File: config.mk
export PLATFORM = sky130hd
export DESIGN_NAME = mem_redirect_ctrl_flat
export DESIGN_NICKNAME = d
export VERILOG_FILES = /design/src/rtl/mem_redirect_ctrl_if.sv /design/src/rtl/mem_redirect_ctrl.sv /design/src/flat_wrapper.sv
export SDC_FILE = /design/constraint.sdc
export NUM_CORES = 1
export LEC_CHECK = 0
export ABC_AREA = 1
export CAP_MARGIN = 20
export CORE_ASPECT_RATIO = 1.4
export CORE_MARGIN = 1
export CORE_UTILIZATION = 55
export CTS_BUF_LIST = sky130_fd_sc_hd__clkbuf_8
export DETAILED_ROUTE_END_ITERATION = 16
export GPL_ROUTABILITY_DRIVEN = 1
export PLACE_DENSITY = 0.95
export SLEW_MARGIN = 20
export SYNTH_ARGS = -nofsm -noshare
export SYNTH_HDL_FRONTEND = slang
export SYNTH_SLANG_ARGS = --single-unit
File: constraint.sdc
create_clock -name clk -period 2.81 [get_ports clk]
set_input_delay 0.562 -clock clk [delete_from_list [all_inputs] [get_ports clk]]
set_output_delay 0.562 -clock clk [all_outputs]
set_load 0.005 [all_outputs]
File: src/rtl/mem_redirect_ctrl_if.sv
// M-stage load-and-jump sequencing bus: pipeline/data-memory inputs and
// PC-select/stall outputs of mem_redirect_ctrl.
interface mem_redirect_ctrl_if;
    logic        m_valid;
    logic [2:0]  m_chk_op;
    logic [31:0] m_rt;
    logic [31:0] m_pc8;
    logic [31:0] dm_rdata;
    logic        dm_ready;
    logic        int_req;
    logic        pipe_stall;
    logic        flush_fde;
    logic        npc_valid;
    logic [31:0] npc;
    logic        busy;
    logic        err_timeout;

    modport slave (
        input  m_valid, m_chk_op, m_rt, m_pc8, dm_rdata, dm_ready, int_req,
        output pipe_stall, flush_fde, npc_valid, npc, busy, err_timeout
    );

    modport master (
        output m_valid, m_chk_op, m_rt, m_pc8, dm_rdata, dm_ready, int_req,
        input  pipe_stall, flush_fde, npc_valid, npc, busy, err_timeout
    );
endinterface

File: src/rtl/mem_redirect_ctrl.sv
// Sequences mgez/mltz: stalls while the data read is outstanding, then issues
// a one-cycle next-PC redirect (with F/D/E flush when the jump is taken).
//
// state      | meaning
// S_IDLE     | no check in flight; pipe_stall follows start
// S_WAIT     | operands latched, waiting for dm_ready or timeout
// S_REDIRECT | one-cycle npc_valid strobe, M instruction retires
module mem_redirect_ctrl #(
    parameter logic [2:0]  OP_NONE = 3'd0,
    parameter logic [2:0]  OP_MGEZ = 3'd1,
    parameter logic [2:0]  OP_MLTZ = 3'd2,
    parameter int unsigned TIMEOUT = 255
) (
    input logic                clk,
    input logic                reset,
    mem_redirect_ctrl_if.slave bus
);

    typedef enum logic [1:0] {
        S_IDLE     = 2'd0,
        S_WAIT     = 2'd1,
        S_REDIRECT = 2'd2
    } state_t;

    // Counter holds completed WAIT cycles; the last allowed one is TIMEOUT-1.
    localparam logic [15:0] CNT_LAST = 16'(TIMEOUT - 1);

    state_t      state_q;
    logic [2:0]  op_q;
    logic [31:0] rt_q;
    logic [31:0] pc8_q;
    logic [15:0] cnt_q;
    logic        take_q;
    logic [31:0] npc_q;
    logic        err_q;

    logic        start_d;
    logic        is_chk_d;
    logic        take_d;

    assign is_chk_d = (bus.m_chk_op == OP_MGEZ) || (bus.m_chk_op == OP_MLTZ);
    assign start_d  = bus.m_valid && is_chk_d && !bus.int_req;

    // Signed compare of the whole word; synthesizes to the sign bit.
    assign take_d = (op_q == OP_MGEZ) ? ($signed(bus.dm_rdata) >= 0)
                                      : ($signed(bus.dm_rdata) <  0);

    always_ff @(posedge clk or negedge reset) begin
        if (!reset) begin
            state_q <= S_IDLE;
            op_q    <= OP_NONE;
            rt_q    <= '0;
            pc8_q   <= '0;
            cnt_q   <= '0;
            take_q  <= 1'b0;
            npc_q   <= '0;
            err_q   <= 1'b0;
        end else begin
            case (state_q)
                S_IDLE: begin
                    if (start_d) begin
                        op_q    <= bus.m_chk_op;
                        rt_q    <= bus.m_rt;
                        pc8_q   <= bus.m_pc8;
                        cnt_q   <= '0;
                        state_q <= S_WAIT;
                    end
                end
                S_WAIT: begin
                    if (bus.int_req) begin
                        state_q <= S_IDLE;
                    end else if (bus.dm_ready) begin
                        take_q  <= take_d;
                        npc_q   <= take_d ? rt_q : pc8_q;
                        state_q <= S_REDIRECT;
                    end else if (cnt_q == CNT_LAST) begin
                        take_q  <= 1'b0;
                        npc_q   <= pc8_q;
                        err_q   <= 1'b1;
                        state_q <= S_REDIRECT;
                    end else begin
                        cnt_q   <= cnt_q + 16'd1;
                    end
                end
                S_REDIRECT: begin
                    state_q <= S_IDLE;
                end
                default: begin
                    state_q <= S_IDLE;
                end
            endcase
        end
    end

    // Stall must react in the start cycle and drop in an aborting cycle.
    always_comb begin
        bus.pipe_stall = 1'b0;
        bus.npc_valid  = 1'b0;
        bus.flush_fde  = 1'b0;
        case (state_q)
            S_IDLE: begin
                bus.pipe_stall = start_d && reset;
            end
            S_WAIT: begin
                bus.pipe_stall = !bus.int_req;
            end
            S_REDIRECT: begin
                bus.npc_valid = !bus.int_req;
                bus.flush_fde = !bus.int_req && take_q;
            end
            default: begin
                bus.pipe_stall = 1'b0;
            end
        endcase
    end

    assign bus.npc         = npc_q;
    assign bus.busy        = (state_q != S_IDLE);
    assign bus.err_timeout = err_q;

endmodule

File: src/flat_wrapper.sv
// flat-port wrapper written by rule: the top's interface ports become plain ports
module mem_redirect_ctrl_flat 
#(
    parameter logic [2:0]  OP_NONE = 3'd0,
    parameter logic [2:0]  OP_MGEZ = 3'd1,
    parameter logic [2:0]  OP_MLTZ = 3'd2,
    parameter int unsigned TIMEOUT = 255
)
  (clk, reset, bus_m_valid, bus_m_chk_op, bus_m_rt, bus_m_pc8, bus_dm_rdata, bus_dm_ready, bus_int_req, bus_pipe_stall, bus_flush_fde, bus_npc_valid, bus_npc, bus_busy, bus_err_timeout);
  mem_redirect_ctrl_if bus_i ();
  input logic clk;
  input logic reset;
  input wire logic [$bits(bus_i.m_valid)-1:0] bus_m_valid;
  input wire logic [$bits(bus_i.m_chk_op)-1:0] bus_m_chk_op;
  input wire logic [$bits(bus_i.m_rt)-1:0] bus_m_rt;
  input wire logic [$bits(bus_i.m_pc8)-1:0] bus_m_pc8;
  input wire logic [$bits(bus_i.dm_rdata)-1:0] bus_dm_rdata;
  input wire logic [$bits(bus_i.dm_ready)-1:0] bus_dm_ready;
  input wire logic [$bits(bus_i.int_req)-1:0] bus_int_req;
  output wire logic [$bits(bus_i.pipe_stall)-1:0] bus_pipe_stall;
  output wire logic [$bits(bus_i.flush_fde)-1:0] bus_flush_fde;
  output wire logic [$bits(bus_i.npc_valid)-1:0] bus_npc_valid;
  output wire logic [$bits(bus_i.npc)-1:0] bus_npc;
  output wire logic [$bits(bus_i.busy)-1:0] bus_busy;
  output wire logic [$bits(bus_i.err_timeout)-1:0] bus_err_timeout;
  assign bus_i.m_valid = bus_m_valid;
  assign bus_i.m_chk_op = bus_m_chk_op;
  assign bus_i.m_rt = bus_m_rt;
  assign bus_i.m_pc8 = bus_m_pc8;
  assign bus_i.dm_rdata = bus_dm_rdata;
  assign bus_i.dm_ready = bus_dm_ready;
  assign bus_i.int_req = bus_int_req;
  assign bus_pipe_stall = bus_i.pipe_stall;
  assign bus_flush_fde = bus_i.flush_fde;
  assign bus_npc_valid = bus_i.npc_valid;
  assign bus_npc = bus_i.npc;
  assign bus_busy = bus_i.busy;
  assign bus_err_timeout = bus_i.err_timeout;
  mem_redirect_ctrl #(.OP_NONE(OP_NONE), .OP_MGEZ(OP_MGEZ), .OP_MLTZ(OP_MLTZ), .TIMEOUT(TIMEOUT)) u_core (.clk(clk), .reset(reset), .bus(bus_i));
endmodule
==> flow_summary.json <==
{
  "status": "finished, final reports clean",
  "syn_area_sq_um": 5460,
  "combPwrFrac_pct": 21.3,
  "fill_cells": 679,
  "met3_usage_pct": 5.98,
  "post_cts_buffers": 0,
  "leakage_uw": 0.00337,
  "power_density_nw_per_um2": 702,
  "r2r-end": "u_core.cnt_q[2]",
  "relSlewSlack_pct": 53.7,
  "rsz0062_at_grt": "no",
  "clkSinkCount": 119,
  "clock_skew_ns": 0.0126,
  "grt_use_total_pct": 28.7,
  "core_sq_um": 9560,
  "ys_types": 24,
  "ant_nets": 0,
  "die-area_sq_um": 10300,
  "gp_congestion": 0.898,
  "startpoint": "bus_int_req",
  "arrival_ns": 2.12,
  "cts_hold_buf": 0,
  "drtPass1Iterations": 8,
  "endpoint": "bus_pipe_stall",
  "setup_viol": 0,
  "busiest_layer": "met2",
  "period_share_pct": 95.3,
  "p_seq_share_pct": 45.5,
  "grtUsageMet2_pct": 49.0,
  "async_reset_ff_share_pct": 100,
  "cp_top_family": "buffers and inverters",
  "path_max_fanout": 4,
  "grt_pass1_wl_microns": 22500,
  "dp_hpwl_microns": 9140,
  "ff2ff_setup_slack_ns": 0.79,
  "tritoncts": "done",
  "ir_worst_vdd_uv": 434,
  "h-tree-depth": 4,
  "io_pins": 141,
  "hold_viol_final": 0,
  "die_h_microns": 120,
  "clk_pin_slew_ns": 0.07,
  "netSwitchingFraction_pct": 27.3,
  "min_period_ns": 2.68,
  "r2r_cells": 7,
  "synth_edf_count": 0,
  "drv_slew": 0,
  "synth_area_per_cell_sq_um": 7.97,
  "r2r-start": "u_core.state_q[1]",
  "clk_latency_ns": 0.44,
  "vias_per_cell": 5.29,
  "worst_slew_pin_slew_ns": 0.694,
  "cts-root-buf": "clkbuf_8",
  "max_freq_ghz": 0.373,
  "first_iter_violations": 431,
  "cap_violations": 0,
  "fin_util_pct": 74.2,
  "clkPwrFrac_pct": 33.2,
  "via_count": 4959,
  "cts_buffers": 17,
  "areaGrowthSynthToFinish_pct": 30.1,
  "worst_path_max_delay_cell": "clkdlybuf4s50_1",
  "grt_remaining_overflow": 0,
  "grt_pass1_vias": 5055,
  "ys_seq_area_share_pct": 54.6,
  "drt_wl_total_microns": 13800,
  "crit_type": "in2out",
  "crit_required_ns": 2.25,
  "final_common_cell": "nand2_1",
  "cp.depth": 7,
  "n_antenna_cell": 0,
  "cts_resized": 0,
  "setup_tns_ns": 0,
  "syn_nets": 791,
  "initial_core_util_pct": 57.1,
  "wl_per_cell_microns": 14.7,
  "ys.flop_type": "dfrtp_1",
  "final_cell_mix": "nand2_1, dfrtp_1, clkdlybuf4s50_1",
  "grt_max_degree": 131,
  "internal_power_uw": 3630,
  "drive_gt1_share_pct": 6.45,
  "drcViolationCount": 0,
  "power.switching_uw": 1360,
  "antenna_found_initial": 0,
  "std_cell_rows": 42,
  "ys_seq_elements": 119,
  "yosysWarnings": 0,
  "nets": 899,
  "synth_cells": 685,
  "globalRouteMet1Util_pct": 33.4,
  "die_x_microns": 86.2,
  "crit_path_start_kind": "input pin",
  "hold_class": "in2async",
  "cp.buffers_inverters": 3,
  "end_kind": "primary output",
  "max_stage_delay_ns": 0.49,
  "port_buffers": 109,
  "path_cells": "clkdlybuf4s50_1 -> nor3b_1 -> nand3_1 -> clkinv_2 -> nand2_1 -> nand2_1 -> clkdlybuf4s50_1",
  "clock_path_buffers": 2
}
registers in the layout, indices dropped and copies added (netlist names):
name                    count
u_core.cnt_q               16
u_core.rt_q                32
u_core.op_q                 3
u_core.bus.npc             32
u_core.state_q              2
u_core.bus.err_timeout      1
u_core.take_q               1
u_core.pc8_q               32
power by group through the flow:
stage                     logic, uW  registers, uW  clock network, uW
after floorplan                 466           2270                  0
after global placement         1000           2280                  0
after detailed placement       1060           2290                  0
after CTS                      1070           2270               1660
after global routing           1190           2310               1730
final                          1060           2270               1650
routing by layer:
layer  vias up  routed length (microns)
li1       2328                        -
met2       222                     7260
met4         0                      463
met1      2363                     5300
met5         -                        0
met3        46                      779
how the worst min path moves through the flow:
| stage | start | end | slack, ns | cells past startpoint |
|---|---|---|---|---|
| floorplan | reset | u_core.bus.err_timeout | 0.27 | 0 |
| global placement | u_core.op_q[2] | u_core.op_q[2] | 0.45 | 2 |
| detailed placement | u_core.bus.npc[0] | u_core.bus.npc[0] | 0.46 | 2 |
| CTS | reset | u_core.bus.npc[23] | 0.26 | 2 |
| global route | reset | u_core.pc8_q[23] | 0.28 | 2 |
| finish | reset | u_core.rt_q[23] | 0.15 | 2 |
cells in the mapped netlist (4+ instances only):
| cell | instances | area share, % |
|---|---|---|
| buf_2 | 13 | 1.2 |
| clkbuf_1 | 10 | 0.69 |
| dfrtp_1 | 119 | 55 |
| inv_1 | 90 | 6.2 |
| nand2_1 | 257 | 18 |
| nand2_2 | 4 | 0.46 |
| nand3_1 | 48 | 4.4 |
| nand4_1 | 7 | 0.80 |
| nor2_1 | 26 | 1.8 |
| o21ai_0 | 79 | 7.2 |
| o21bai_1 | 7 | 0.96 |
| xor2_1 | 5 | 0.80 |
per-stage QoR:
| step | cell area, sq um | hold WS, ns | total power [uW] | cells | setup WS [ns] |
|---|---|---|---|---|---|
| finish | 7100 | 0.152 | 4990 | 938 | 0.132 |
| global placement | 6670 | 0.450 | 3280 | 906 | 0.211 |
| CTS | 7100 | 0.261 | 5000 | 938 | 0.124 |
| detailed placement | 6670 | 0.464 | 3350 | 906 | 0.121 |
| global route | 7100 | 0.278 | 5220 | 938 | 0.00771 |
| floorplan | 5460 | 0.266 | 2730 | 685 | 0.893 |
cell families (layout without fill, tap and decap cells):
logic type | count (synthesis) | count (layout) | synth area share (%)
AO/OA/AOI/OAI | 88 | 88 | 8.64
XOR/XNOR | 5 | 5 | 0.802
adder cells (fa/ha/maj) | 2 | 2 | 0.458
buffers and inverters | 120 | 241 | 9.17
flip-flops | 119 | 119 | 54.6
AND/OR/NAND/NOR | 351 | 351 | 26.4
worst reg2reg max path, cell delays in order (launching register included):
cell and delay, ns:
dfrtp_1 0.37, inv_1 0.07, nand2_1 0.16, inv_1 0.36, nand3_1 0.18, nand2_2 0.38
nand2_1 0.19, o21ai_0 0.18
cell type report:
cell class / count / area [sq um] / area share, %
Multi-Input combinational cell: 446 / 1980 / 27.9
Clock inverter: 10 / 126 / 1.78
Tap cell: 132 / 165 / 2.33
Clock buffer: 22 / 303 / 4.26
Sequential cell: 119 / 2980 / 41.9
Timing Repair Buffer: 118 / 1210 / 17.0
Inverter: 91 / 343 / 4.83
(Power assumes the default switching activity.)
